**src/rtl/rr_arbiter_16.sv**
```systemverilog
// rr_arbiter_16: round-robin arbiter for 16 requesters sharing one 4-to-16
// decoded resource. It drives the decoder select (gnt_idx), the enable
// (gnt_vld) and the decoded one-hot grant (gnt). All outputs are registered.
// The rotating search starts just after the last granted index. A bounded
// hold time (MAX_HOLD, 0 = unlimited) keeps contended requesters from starving.
// Optional feature macro: RR_ARB_LOCK_EN adds a lock input. While lock is high,
// preemption of the current holder is suppressed.
module rr_arbiter_16 #(
  parameter int unsigned MAX_HOLD = 8
) (
  input  logic        clk,
  input  logic        rst_n,
  input  logic [15:0] req,
`ifdef RR_ARB_LOCK_EN
  input  logic        lock,
`endif
  output logic [15:0] gnt,
  output logic [3:0]  gnt_idx,
  output logic        gnt_vld
);

  localparam logic [7:0] MAX_HOLD_C = 8'(MAX_HOLD);

  typedef enum logic {IDLE, GRANT} state_t;

  state_t      state_q, state_d;
  logic [3:0]  ptr_q, ptr_d;
  logic [7:0]  hold_cnt_q, hold_cnt_d;
  logic [3:0]  gnt_idx_q, gnt_idx_d;
  logic        gnt_vld_q, gnt_vld_d;
  logic [15:0] gnt_q, gnt_d;

  logic        lock_i;
  logic [15:0] others;
  logic [4:0]  win_all;
  logic [4:0]  win_oth;
  logic        take_new;
  logic [3:0]  new_idx;

`ifdef RR_ARB_LOCK_EN
  assign lock_i = lock;
`else
  assign lock_i = 1'b0;
`endif

  // Rotating priority search: returns {found, index} of the first set bit of
  // vec, scanning start, start+1, ... with wrap from 15 to 0. The loop scans
  // the largest offset first so the smallest offset wins.
  function automatic logic [4:0] rr_search(input logic [15:0] vec,
                                           input logic [3:0]  start);
    logic [4:0] res;
    logic [3:0] k;
    res = 5'b0;
    for (int i = 15; i >= 0; i--) begin
      k = start + 4'(i);
      if (vec[k]) res = {1'b1, k};
    end
    return res;
  endfunction

  // Requests other than the current holder. These are the candidates when the
  // holder is preempted.
  assign others  = req & ~gnt_q;
  assign win_all = rr_search(req, ptr_q);
  assign win_oth = rr_search(others, ptr_q);

  // Next-state, pointer, hold counter and registered-output computation
  always_comb begin
    state_d    = state_q;
    ptr_d      = ptr_q;
    hold_cnt_d = hold_cnt_q;
    gnt_idx_d  = gnt_idx_q;
    gnt_vld_d  = gnt_vld_q;
    take_new   = 1'b0;
    new_idx    = win_all[3:0];

    case (state_q)
      IDLE: begin
        if (win_all[4]) take_new = 1'b1;
      end
      GRANT: begin
        if (!req[gnt_idx_q]) begin
          // The holder released. Hand off directly, with no idle cycle.
          if (win_all[4]) begin
            take_new = 1'b1;
          end else begin
            state_d   = IDLE;
            gnt_vld_d = 1'b0;
          end
        end else if (!lock_i && (MAX_HOLD_C != 8'd0) &&
                     (hold_cnt_q >= MAX_HOLD_C) && win_oth[4]) begin
          // The hold budget is spent and someone else is waiting.
          take_new = 1'b1;
          new_idx  = win_oth[3:0];
        end else if (hold_cnt_q != 8'hFF) begin
          hold_cnt_d = hold_cnt_q + 8'd1;
        end
      end
      default: begin
        state_d   = IDLE;
        gnt_vld_d = 1'b0;
      end
    endcase

    if (take_new) begin
      state_d    = GRANT;
      gnt_idx_d  = new_idx;
      gnt_vld_d  = 1'b1;
      ptr_d      = new_idx + 4'd1;
      hold_cnt_d = 8'd1;
    end

    // The decoded grant always tracks the next select and enable.
    gnt_d = gnt_vld_d ? (16'h0001 << gnt_idx_d) : 16'h0000;
  end

  // State and output registers, cleared asynchronously by rst_n
  always_ff @(posedge clk or negedge rst_n) begin
    if (!rst_n) begin
      state_q    <= IDLE;
      ptr_q      <= 4'h0;
      hold_cnt_q <= 8'h00;
      gnt_idx_q  <= 4'h0;
      gnt_vld_q  <= 1'b0;
      gnt_q      <= 16'h0000;
    end else begin
      state_q    <= state_d;
      ptr_q      <= ptr_d;
      hold_cnt_q <= hold_cnt_d;
      gnt_idx_q  <= gnt_idx_d;
      gnt_vld_q  <= gnt_vld_d;
      gnt_q      <= gnt_d;
    end
  end

  assign gnt     = gnt_q;
  assign gnt_idx = gnt_idx_q;
  assign gnt_vld = gnt_vld_q;

endmodule

```
**config.mk**
```make
export PLATFORM = sky130hd
export DESIGN_NAME = rr_arbiter_16
export DESIGN_NICKNAME = d
export VERILOG_FILES = /design/src/rtl/rr_arbiter_16.sv
export SDC_FILE = /design/constraint.sdc
export NUM_CORES = 1
export LEC_CHECK = 0
export CORE_MARGIN = 2
export CORE_UTILIZATION = 45
export DETAILED_ROUTE_END_ITERATION = 6
export GPL_TIMING_DRIVEN = 0
export SLEW_MARGIN = 15
export SYNTH_ARGS = -nofsm -noshare
export SYNTH_HDL_FRONTEND = slang
export SYNTH_SLANG_ARGS = --single-unit
```
**constraint.sdc**
```tcl
create_clock -name clk -period 6.2 [get_ports clk]
set_input_delay 1.24 -clock clk [delete_from_list [all_inputs] [get_ports clk]]
set_output_delay 1.24 -clock clk [all_outputs]
set_load 0.03 [all_outputs]
```
==> results of run 1 <==
==> worst max-delay path, delay by kind of cell, from the launching register on <==
family | cells | cell delay (ns)
compound gates | 4 | 1.84
mux | 3 | 1.07
buf+inv | 3 | 0.77
xor+xnor | 1 | 0.76
flops | 1 | 0.49
fa+ha+maj | 1 | 0.38
simple gates | 3 | 0.37
==> cell type report <==
type	instances	area (µm²)	share of cell area, %
Timing Repair Buffer	39	383	5.14
Multi-Input combinational cell	633	5510	73.9
Clock buffer	6	129	1.73
Tap cell	184	230	3.09
Buffer	47	259	3.48
Clock inverter	2	37.5	0.504
Sequential cell	34	851	11.4
Inverter	14	56.3	0.756
==> cell families after synthesis <==
group | Yosys count | synth area share, %
compound gates | 203 | 22.5
flops | 34 | 12.8
mux | 138 | 33.1
fa+ha+maj | 9 | 1.70
buf+inv | 62 | 4.66
simple gates | 260 | 21.6
xor+xnor | 23 | 3.71
==> metal layers <==
layer / part of all wire [%] / vias to the layer above / track usage [%]
li1: - / 3001 / -
met1: 39 / 3496 / 46.1
met2: 45 / 510 / 53.3
met3: 12 / 88 / 7.45
met4: 4.3 / 0 / 14.2
met5: 0 / - / 0
==> sequential cells by signal, summed over array words and instances (netlist names) <==
name        cells
gnt            16
gnt_idx         4
state_q         1
ptr_q           4
hold_cnt_q      8
gnt_vld         1
==> how the worst max path moves through the flow <==
stage,start,cells past startpoint,endpoint
final,ptr_q[1]$_DFFE_PN0N_,15,gnt[0]$_DFF_PN0_
after global routing,ptr_q[2]$_DFFE_PN0N_,16,gnt[12]$_DFF_PN0_
after CTS,ptr_q[2]$_DFFE_PN0N_,16,gnt[3]$_DFF_PN0_
after detailed placement,ptr_q[2]$_DFFE_PN0N_,16,gnt[12]$_DFF_PN0_
after global placement,ptr_q[2]$_DFFE_PN0N_,16,gnt[4]$_DFF_PN0_
after floorplan,ptr_q[2]$_DFFE_PN0N_,17,gnt[4]$_DFF_PN0_
==> cell usage in the layout (no fill, tap or decap), types with 11 or more instances in the layout <==
master,Yosys,routed
nor2_1,66,66
mux4_2,59,59
nand2_1,51,51
mux2i_1,43,43
clkdlybuf4s50_1,0,37
dfrtp_1,34,34
mux2_2,31,31
a21oi_1,29,29
o21ai_0,28,28
nand2b_1,20,20
buf_2,16,17
clkbuf_1,19,15
o211ai_1,15,15
nor2b_1,14,14
a211oi_1,14,14
o22ai_1,14,13
nand4_1,12,12
nor3_1,12,12
o2111ai_1,11,11
nand3_1,11,11
==> what timing repair did <==
action / 4_1_cts / 5_1_grt
endpoints found under the setup margin: 17 / 18
resized for setup: 5 / 7
buffers inserted: 0 / 1
pin swaps: 0 / 1
==> through the flow <==
stage / utilization, % / instance area [µm²] / setup TNS (ns) / hold slack, ns / setup slack (ns)
detailed placement: 50.0 / 7240 / -4.47 / 0.557 / -0.350
global route: 51.5 / 7450 / 0 / 0.618 / 0.162
global placement: 50.1 / 7250 / -4.25 / 0.540 / -0.351
CTS: 51.3 / 7420 / 0 / 0.571 / 0.0868
floorplan: - / 6640 / 0 / 0.519 / 1.70
finish: 51.5 / 7450 / 0 / 0.560 / 0.380
==> out/qor.csv, run 1 <==
metric;value;unit
# rows;44;
H-Tree Depth;2;
Tightest Pin Transition;1.17;ns
Final Critical Period;5.82;ns
status;finished clean;
first-pass GRT wire length;41300;µm
HP Start;hold_cnt_q[5]$_DFFE_PN0P_;
Max-Cap Viols;0;
endpoint class of the critical path;flip-flop;
# hold bufs at CTS;0;
clk root buf;clkbuf_16;
Hold Crit Class;flip-flop to flip-flop;
first-pass iteration count of the detailed router;7;
Clock transition at path regs;0.05;ns
FF-to-FF End;gnt[0]$_DFF_PN0_;
clock sink count;34;
Ports;39;
Max Slew Vio Count;0;
Yosys top cell area share;20.0;%
Hold Fails Final Rpt;0;
Synth area leader;mux4_2;
Placeable Area;14500;µm²
crit path DAT;5.97;ns
final setup violation count;0;
cells on worst reg2reg path;15;
Total Routing Usage GR;34.2;%
Yosys Warn Count;0;
most instantiated cells after synthesis;66 x nor2_1, 59 x mux4_2, 51 x nand2_1;
crit path cell chain;buf_2 -> inv_1 -> clkbuf_2 -> ha_1 -> xnor2_2 -> mux4_2 -> mux2_2 -> mux2i_1 -> nand3b_1 -> a311oi_1 -> o32ai_1 -> a2111oi_2 -> nor2_1 -> o211ai_1 -> nor2_1;
Worst Setup Start Kind;flip-flop;
R2R setup slack;0.38;ns
fin crit share;93.9;%
Seq cells post-synth;34;
RSZ-0062 raised after global routing;false;
hold endpoint;hold_cnt_q[5]$_DFFE_PN0P_;
share of cells above drive strength 1;22.2;%
Die ar.;15700;µm²
routed vias;7095;
skew final;0.00555;ns
post-detailed-routing wire length;27500;µm
Total Nets Final;801;
number of global-route vias before repair;6765;
hold path depth;2;
count of input and output buffers;38;
crit path max fanout;13;
CTS Buffer Depth;2;
post-route insts no fill;959;
synthesis-to-layout area growth;12.3;%
Max stage delay on crit path;0.84;ns
Vert. Die Dim;125;µm
Mapped Nets;756;
Synth Instances;729;
CTS tree;yes;
count leader, synth;nor2_1;
register area share after synthesis;12.8;%
initial core utilization;45.8;%
Top FF cell, synth;dfrtp_1;
Slew headroom;21.2;%
Routability Congestion;0.968;
Slowest-stage cell, CP;a2111oi_2;
initial antenna violation count;0;
Fmax achieved;172;MHz
WP data required;6.35;ns
Post-synth EDFFs;0;
diode count;0;
placed cell count;951;
largest net degree at the start of global routing;35;
cell mode on critical path;nor2_1;
category of the critical setup timing path;flip-flop to flip-flop;
library cells used by synthesis;95;
mapped cell area;6640;µm²
grt ovf;0;
fillers;1379;
cts bufs inserted;5;
DP HPWL;21300;µm
Synth Area per Inst;9.10;µm²
Area contributors post-synth;mux4_2 20%, dfrtp_1 13%, mux2i_1 6.5%;
worst r2r src;ptr_q[1]$_DFFE_PN0N_;
Starting DRT DRC Count;1114;
Chip Width;125;µm
remaining antenna violation count;0;
DR DRC count;0;
DR WL/cell;28.7;µm
async set-reset flop share out of synthesis;100;%
vias per inst;7.40;
worst skew pair latency;0.28;ns
Power of run 1 is not shown: default switching activity piles up to over one toggle a cycle in this logic, so the estimate is an artifact.
==> run 2: changes to the inputs <==
--- a/config.mk
+++ b/config.mk
@@ -13,3 +13,4 @@
 export SYNTH_ARGS = -nofsm -noshare
 export SYNTH_HDL_FRONTEND = slang
 export SYNTH_SLANG_ARGS = --single-unit
+export TNS_END_PERCENT = 50
==> results of run 2 <==
The final DEF is identical to that of run 1; final timing and power are the same.
Power of run 2 is left out for the same reason.
==> run 3: changes to the inputs <==
--- a/config.mk
+++ b/config.mk
@@ -7,6 +7,7 @@
 export LEC_CHECK = 0
 export CORE_MARGIN = 2
 export CORE_UTILIZATION = 45
+export CTS_CLUSTER_DIAMETER = 30
 export DETAILED_ROUTE_END_ITERATION = 6
 export GPL_TIMING_DRIVEN = 0
 export SLEW_MARGIN = 15
==> results of run 3 <==
The final DEF is identical to that of run 1; final timing and power are the same.
Power of run 3 is left out for the same reason.
